## config.mk

```make
export PLATFORM = sky130hd
export DESIGN_NAME = mem_port_arbiter
export DESIGN_NICKNAME = d
export VERILOG_FILES = /design/src/rtl/mem_arb_pkg.sv /design/src/rtl/mem_arb_pick.sv /design/src/rtl/mem_port_arbiter.sv
export SDC_FILE = /design/constraint.sdc
export NUM_CORES = 1
export LEC_CHECK = 0
export ABC_AREA = 0
export BUFFER_PORTS_ARGS = -buffer_cell sky130_fd_sc_hd__buf_2
export CAP_MARGIN = 20
export CORE_AREA = 5 5 106 108
export DETAILED_ROUTE_END_ITERATION = 7
export DIE_AREA = 0 0 111 113
export GPL_TIMING_DRIVEN = 0
export HOLD_SLACK_MARGIN = 0.03
export PLACE_DENSITY = 0.86
export SYNTH_ARGS = -nofsm -noshare
export SYNTH_HDL_FRONTEND = slang
export SYNTH_SLANG_ARGS = --single-unit
```

## constraint.sdc

```tcl
create_clock -name clk -period 3.1 [get_ports clk]
set_input_delay 0.31 -clock clk [delete_from_list [all_inputs] [get_ports clk]]
set_output_delay 0.31 -clock clk [all_outputs]
set_load 0.02 [all_outputs]
```

## src/rtl/mem_arb_pkg.sv

```systemverilog
// Shared types and defaults for the instruction/data memory port arbiter.
package mem_arb_pkg;

  typedef enum logic [1:0] {
    IDLE   = 2'd0,
    BUSY_I = 2'd1,
    BUSY_D = 2'd2
  } state_t;

  typedef enum logic [1:0] {
    OWN_NONE = 2'd0,
    OWN_I    = 2'd1,
    OWN_D    = 2'd2
  } owner_t;

  localparam int STARVE_MAX_DEF = 4;

  // Bits needed to hold a counter saturating at max_val.
  function automatic int cnt_width(input int max_val);
    return (max_val < 1) ? 1 : $clog2(max_val + 1);
  endfunction

endpackage

```

## src/rtl/mem_arb_pick.sv

```systemverilog
// Priority pick between fetch and data requests with a saturating starvation
// counter that forces a fetch grant after STARVE_MAX consecutive data grants.
module mem_arb_pick
  import mem_arb_pkg::*;
#(
  parameter int STARVE_MAX = STARVE_MAX_DEF,
  parameter int CW         = cnt_width(STARVE_MAX)
) (
  input  logic          clk,
  input  logic          reset,
  input  logic          i_accept,
  input  logic          i_req_i,
  input  logic          i_req_d,
  output logic          o_pick_i,
  output logic          o_pick_d,
  output logic [CW-1:0] o_starve_cnt
);

  logic [CW-1:0] r_cnt;
  logic          w_starved;

  assign w_starved    = (r_cnt == CW'(STARVE_MAX));
  assign o_pick_d     = i_accept & i_req_d & ~(i_req_i & w_starved);
  assign o_pick_i     = i_accept & i_req_i & ~o_pick_d;
  assign o_starve_cnt = r_cnt;

  // Only data grants that actually bypass a waiting fetch count as starvation.
  always_ff @(posedge clk or posedge reset) begin
    if (reset) begin
      r_cnt <= '0;
    end else if (o_pick_i) begin
      r_cnt <= '0;
    end else if (o_pick_d) begin
      if (!i_req_i) begin
        r_cnt <= '0;
      end else if (!w_starved) begin
        r_cnt <= r_cnt + CW'(1);
      end
    end
  end

endmodule

```

## src/rtl/mem_port_arbiter.sv

```systemverilog
// Serialises fetch and load/store requests onto one variable-latency memory
// port and routes each completion back to the requester that issued it.
module mem_port_arbiter
  import mem_arb_pkg::*;
#(
  parameter int ADDR_W     = 32,
  parameter int DATA_W     = 32,
  parameter int STARVE_MAX = STARVE_MAX_DEF
) (
  input  logic              clk,
  input  logic              reset,
  input  logic              i_req,
  input  logic [ADDR_W-1:0] i_addr,
  output logic              i_gnt,
  output logic              i_rvalid,
  output logic [DATA_W-1:0] i_rdata,
  input  logic              d_req,
  input  logic              d_we,
  input  logic [ADDR_W-1:0] d_addr,
  input  logic [DATA_W-1:0] d_wdata,
  output logic              d_gnt,
  output logic              d_rvalid,
  output logic [DATA_W-1:0] d_rdata,
  output logic              mem_req,
  output logic              mem_we,
  output logic [ADDR_W-1:0] mem_addr,
  output logic [DATA_W-1:0] mem_wdata,
  input  logic [DATA_W-1:0] mem_rdata,
  input  logic              mem_ack,
  output logic [1:0]        o_dbg_state,
  output logic [7:0]        o_dbg_starve
);

  // Handshakes: a requester holds *_req and its payload until *_gnt is seen
  // high in the same cycle; the transfer happens on that clock edge. On the
  // memory side the command is held while mem_req is high and completes in
  // the cycle mem_ack is high, which also acts as the next accept point.
  localparam int CW = cnt_width(STARVE_MAX);

  state_t            r_state;
  state_t            w_state_nxt;
  owner_t            w_owner;
  logic              w_busy;
  logic              w_accept;
  logic              w_pick_i;
  logic              w_pick_d;
  logic [CW-1:0]     w_starve_cnt;
  logic              r_we;
  logic [ADDR_W-1:0] r_addr;
  logic [DATA_W-1:0] r_wdata;

  assign w_busy   = (r_state != IDLE);
  assign w_accept = !w_busy || mem_ack;

  mem_arb_pick #(
    .STARVE_MAX (STARVE_MAX),
    .CW         (CW)
  ) u_pick (
    .clk          (clk),
    .reset        (reset),
    .i_accept     (w_accept),
    .i_req_i      (i_req),
    .i_req_d      (d_req),
    .o_pick_i     (w_pick_i),
    .o_pick_d     (w_pick_d),
    .o_starve_cnt (w_starve_cnt)
  );

  always_comb begin
    w_owner = OWN_NONE;
    if (w_pick_d) begin
      w_owner = OWN_D;
    end else if (w_pick_i) begin
      w_owner = OWN_I;
    end
  end

  always_comb begin
    w_state_nxt = r_state;
    if (w_accept) begin
      case (w_owner)
        OWN_I:   w_state_nxt = BUSY_I;
        OWN_D:   w_state_nxt = BUSY_D;
        default: w_state_nxt = IDLE;
      endcase
    end
  end

  always_ff @(posedge clk or posedge reset) begin
    if (reset) begin
      r_state <= IDLE;
    end else begin
      r_state <= w_state_nxt;
    end
  end

  // A fetch leaves the store data register alone; only the address and we change.
  always_ff @(posedge clk or posedge reset) begin
    if (reset) begin
      r_we    <= 1'b0;
      r_addr  <= '0;
      r_wdata <= '0;
    end else if (w_pick_i) begin
      r_we    <= 1'b0;
      r_addr  <= i_addr;
    end else if (w_pick_d) begin
      r_we    <= d_we;
      r_addr  <= d_addr;
      r_wdata <= d_wdata;
    end
  end

  assign i_gnt        = w_pick_i;
  assign d_gnt        = w_pick_d;
  assign i_rvalid     = (r_state == BUSY_I) && mem_ack;
  assign d_rvalid     = (r_state == BUSY_D) && mem_ack;
  assign i_rdata      = mem_rdata;
  assign d_rdata      = mem_rdata;
  assign mem_req      = w_busy;
  assign mem_we       = r_we;
  assign mem_addr     = r_addr;
  assign mem_wdata    = r_wdata;
  assign o_dbg_state  = r_state;
  assign o_dbg_starve = 8'(w_starve_cnt);

endmodule

```

Word level (Yosys, flattened, before mapping)
Cells that the tools add are included.

Equality and inequality tests: 6. Mux-type cells: 11. Reduce and logical (&&, ||, !) cells: 8. Bitwise operators: 8. Add/sub/neg operators: 1.

Operators with widths (count): 2-to-1 mux 32 bit (2); 2-to-1 mux 3 bit (4); bitwise AND 1 bit (5); equality test 2 x 1 -> 1 bit (second input constant) (2); equality test 2 bit (second input constant) (2); case mux 2 bit (2 select lines) (1); AND reduction 2 bit (2); nonzero test 2 bit (2); adder 3 x 1 -> 3 bit (second input constant) (1); equality test 3 bit (second input constant) (1); 2-to-1 mux 1 bit (3); != test 3 bit (second input constant) (1); inverter 1 bit (3); logical AND 1 bit (2); 2-to-1 mux 2 bit (1); logical NOT 1 bit (1); logical OR 1 bit (1).

Word-level logic and storage cells: 39. Input bits: 134. Flip-flop bits (word level): 70. Output and inout port bits: 144.

Longest topological paths before layout
Depth after elaboration: 11. Mapped depth: 7. Gate-level depth less buffers: 6.

Hierarchy
A second synthesis with hierarchy kept.

Cells, all modules: 314. Area total of the unflattened synthesis: 3664.8 um^2.

By module, submodules not included: mem_port_arbiter (sequential area each 1676.6 um^2, area an instance 3472.1 um^2, instances 1, cells an instance 294); mem_arb_pick (sequential area each 75.1 um^2, area an instance 192.7 um^2, instances 1, cells an instance 20).

Least setup slack after synthesis
No wires, ideal clock.

Path type: register to register. Start: register u_pick.r_cnt[0] (netlist: u_pick.o_starve_cnt[0]). End: register r_wdata[0] (netlist: mem_wdata[0]). Stages on the path, launching flop included: 8. Setup slack: 1.347 ns. Data arrival time: 1.628 ns. Path buffers: 1. Required time: 2.975 ns. Clock period less this slack: 1.753 ns. Setup time: 0.125 ns. Cells stage by stage: dfrtp_1 > inv_1 > ha_1 > nand3_2 > nand3_4 > inv_4 > buf_6 > mux2_4.

Word-level cells in the longest chain between the ends: 8.

RTL lines: from (decl) (RTL line mem_arb_pick.sv:19) `logic [CW-1:0] r_cnt;`; from (signal assigned) (RTL line mem_arb_pick.sv:37) `r_cnt <= r_cnt + CW'(1);`; equality test 3 bit (*) (RTL line mem_arb_pick.sv:22) `assign w_starved = (r_cnt == CW'(STARVE_MAX));`; bitwise AND 1 bit (*) (RTL line mem_arb_pick.sv:23) `assign o_pick_d = i_accept & i_req_d & ~(i_req_i & w_starved);`; inverter 1 bit (*) (RTL line mem_arb_pick.sv:23); bitwise AND 1 bit (*) (RTL line mem_arb_pick.sv:23); via d_gnt (RTL line mem_port_arbiter.sv:21) `output logic d_gnt,`; inverter 1 bit (RTL line mem_arb_pick.sv:24) `assign o_pick_i = i_accept & i_req_i & ~o_pick_d;`; bitwise AND 1 bit (RTL line mem_arb_pick.sv:24); inverter 1 bit (no line); AND reduction 2 bit (no line) (*); to (signal assigned) (RTL line mem_port_arbiter.sv:109) `r_wdata <= d_wdata;`; to (decl) (RTL line mem_port_arbiter.sv:50) `logic [DATA_W-1:0] r_wdata;`.

The timed path passes the listed nets; every way through them passes the cells marked *. A chain may end at the register's enable or synchronous reset.

Worst setup path after layout
Start: register u_pick.r_cnt[0] (netlist: u_pick.o_starve_cnt[0]). End: output d_gnt.

Word-level cells in the longest chain between the ends: 4.

RTL lines (RTL line): equality test 3 bit (mem_arb_pick.sv:22); bitwise AND 1 bit (mem_arb_pick.sv:23); inverter 1 bit (mem_arb_pick.sv:23); bitwise AND 1 bit (mem_arb_pick.sv:23); to (decl) (mem_port_arbiter.sv:21).

Every way passes these cells.

==> flow_summary.json <==
{
  "status": "complete, no violations",
  "antenna_left": 0,
  "avgRoutedWirePerCell_um": 17.88,
  "p_int_uw": 2051,
  "overflow": 0,
  "layout.nets": 718,
  "drtPass1Iterations": 4,
  "start_util": 0.3869,
  "die_x_um": 111,
  "p_leak_uw": 0.002870,
  "fp.dieArea_mm2": 0.01254,
  "pwr_density_cell_mw_per_mm2": 548.4,
  "crit_slowest_cell": "dfrtp_1",
  "synth-warning-count": 0,
  "ctsResizeCount": 0,
  "p_switching_uw": 999.9,
  "cts_max_level": 3,
  "slowest_delay_ns": 0.40,
  "setup_violations": 0,
  "fillCellCount": 893,
  "post_cts_buffers": 0,
  "slew_violations": 0,
  "grt_pass1_wl_mm": 20.37,
  "finalCritPeriodShare": 0.7094,
  "pwr-share-clk": 0.274,
  "port_buffers": 240,
  "cp.required_ns": 2.79,
  "final_layout_size_suffix_gt1_frac": 0.6491,
  "insertion_delay_ns": 0.34,
  "syn_to_final_growth_pct": 41.85,
  "path_cells": "inv_1 -> ha_1 -> nand3_2 -> nand3_4 -> inv_4 -> buf_6 -> buf_2",
  "final_core_util": 0.5488,
  "cts_tree": "done",
  "routed_via_density": 4.703,
  "max_cap_viol_count": 0,
  "switching_share": 0.3277,
  "yosysSeqAreaShare": 0.4466,
  "yosysUniqueCellTypes": 33,
  "routed_wl_mm": 12.94,
  "finalClockSkew_ns": 0.01108,
  "drc_errors": 0,
  "place.gp.congestion": 0.9690,
  "yosysTopAreaCellShare": 0.4466,
  "cts.path.max_buffers": 2,
  "detailedRoute.firstIterationViolations": 188,
  "clk_pin_slew_worst_paths_ns": 0.07,
  "synth_cells": 326,
  "dpl.hpwl_mm": 10.72,
  "cts_sinks": 70,
  "min_path_type": "in2async",
  "cp.arrival_ns": 1.89,
  "vdd_drop_max_mv": 0.3547,
  "postLayoutCellArea_mm2": 0.005564,
  "hold_viol_final": 0,
  "pre_cts_ws_ns": 1.255,
  "ys_seq_elements": 70,
  "relSlewSlack": 0.5219,
  "cts-root-buf": "clkbuf_8",
  "fp-row-count": 37,
  "ctsHoldBuffers": 0,
  "grt_usage": 0.2052,
  "netlist_area_mm2": 0.003923,
  "start_kind": "flip-flop",
  "criticalPathCategory": "reg2out",
  "avgSynthCellArea_um2": 12.03,
  "core_area_mm2": 0.01014,
  "antenna_found_initial": 3,
  "numCtsBuffers": 9,
  "fin_ws_ns": 0.9009,
  "critPathMaxFanout": 10,
  "grt_pass1_vias": 3773,
  "cp-end-kind": "output port",
  "finalCriticalPeriod_ns": 2.199,
  "rsz0062_at_grt": "false",
  "p_comb_frac": 0.344,
  "place_area_mm2": 0.005329,
  "tightest_slew_ns": 0.7161,
  "seqPwrFrac": 0.382,
  "grt_max_degree": 39,
  "max_freq_mhz": 454.7,
  "fp.dieH_um": 113,
  "vias": 3405,
  "synth_area_leaders": "dfrtp_1, buf_4, mux2_4",
  "pin_count": 278,
  "yosys.area.top_type": "dfrtp_1",
  "setup_tns_ns": 0
}
[power by group through the flow]
| stage | Clock (uW) | Combinational (uW) | Sequential (uW) |
|---|---|---|---|
| floorplan | 0 | 499 | 1370 |
| global placement | 0 | 1040 | 1170 |
| detailed placement | 0 | 1060 | 1180 |
| CTS | 863 | 1060 | 1170 |
| global route | 902 | 1120 | 1190 |
| finish | 835 | 1050 | 1170 |
[per-layer routing]
layer | part of all wire | vias up | global-route usage
met5 | 0.0016 | - | 0
met4 | 0.019 | 4 | 0.07225
met3 | 0.10 | 23 | 0.08289
met2 | 0.51 | 195 | 0.3625
met1 | 0.36 | 1566 | 0.2236
li1 | - | 1617 | -
[per-stage QoR]
stage	total power, uW	cells	hold WS (ns)
floorplan	1865	330	0.4341
CTS	3093	723	0.08489
finish	3051	724	0.08325
detailed placement	2239	707	0.4640
global placement	2210	706	0.4864
global route	3216	724	0.1256
[kinds of logic (layout without fill, tap and decap cells)]
group           Yosys count  after routing  synth area share
simple gates             46             46           0.07847
buf+inv                 101            358            0.1821
flops                    70             70            0.4466
compound gates           74             74            0.1668
mux                      32             32            0.1187
fa+ha+maj                 2              2          0.006379
other cells               1              6         0.0009560
[layout make-up]
class,instances,area (um^2),share of cell area
sequential,70,1752,0.3148
timing repair buffer,241,1221,0.2195
clock buffer,11,151.4,0.02721
clock inverter,5,81.33,0.01462
tap,136,170.2,0.03058
buffer,93,681.9,0.1226
multi-input combinational,159,1471,0.2644
inverter,8,32.53,0.005847
antenna,1,2.502,0.0004497
[synthesized netlist by cell type]
cell        n
o21ai_0     1
o2bb2a_1    1
buf_4      73
nor2b_1     2
and3_1      2
dfrtp_1    70
inv_4       1
clkbuf_1    9
buf_2       4
or2_2       1
a21boi_4    1
a31oi_1     1
nand2b_1   26
conb_1      1
buf_6       4
a2bb2oi_1  31
o22ai_1     3
nand3_2     1
o21bai_4    1
mux2_2      4
nand2_1     3
nand3_4     1
a31o_2      1
or2b_1      8
mux2_4     28
inv_1       7
nor3b_1     2
buf_8       2
clkbuf_2    1
ha_1        2
o2bb2ai_1   1
o32ai_1    32
o21a_1      1
[layout by cell type (no fill, tap or decap), types with 6 or more instances in the layout]
master,count
clkbuf_1,9
a2bb2oi_1,31
inv_1,6
clkbuf_8,11
nand2b_1,26
dfrtp_1,70
o32ai_1,32
buf_2,244
or2b_1,8
mux2_4,28
buf_4,73
[critical path, delay by kind of cell (launching register included)]
kind,cells,cell delay [ns]
buf+inv,4,0.61
flops,1,0.40
fa+ha+maj,1,0.29
simple gates,2,0.25
[final timing paths]
check	startpoint	endpoint	slack (ns)	cells after the start
worst max-delay path	u_pick.o_starve_cnt[0]	d_gnt	0.90	7
worst min-delay path	reset	mem_wdata[6]	0.08	2
worst max register to register	u_pick.o_starve_cnt[0]	mem_addr[2]	1.23	7
worst min register to register	mem_wdata[24]	mem_wdata[24]	0.51	1
max in group asynchronous	reset	mem_addr[20]	2.36	3
min in group clk	d_we	mem_we	0.19	2
[registers in the layout, indices dropped and copies added, names as in the netlist]
| signal | flops |
|---|---|
| mem_wdata | 32 |
| u_pick.o_starve_cnt | 3 |
| o_dbg_state | 2 |
| mem_addr | 32 |
| mem_we | 1 |
No activity file was read; power rests on OpenSTA's default activity.
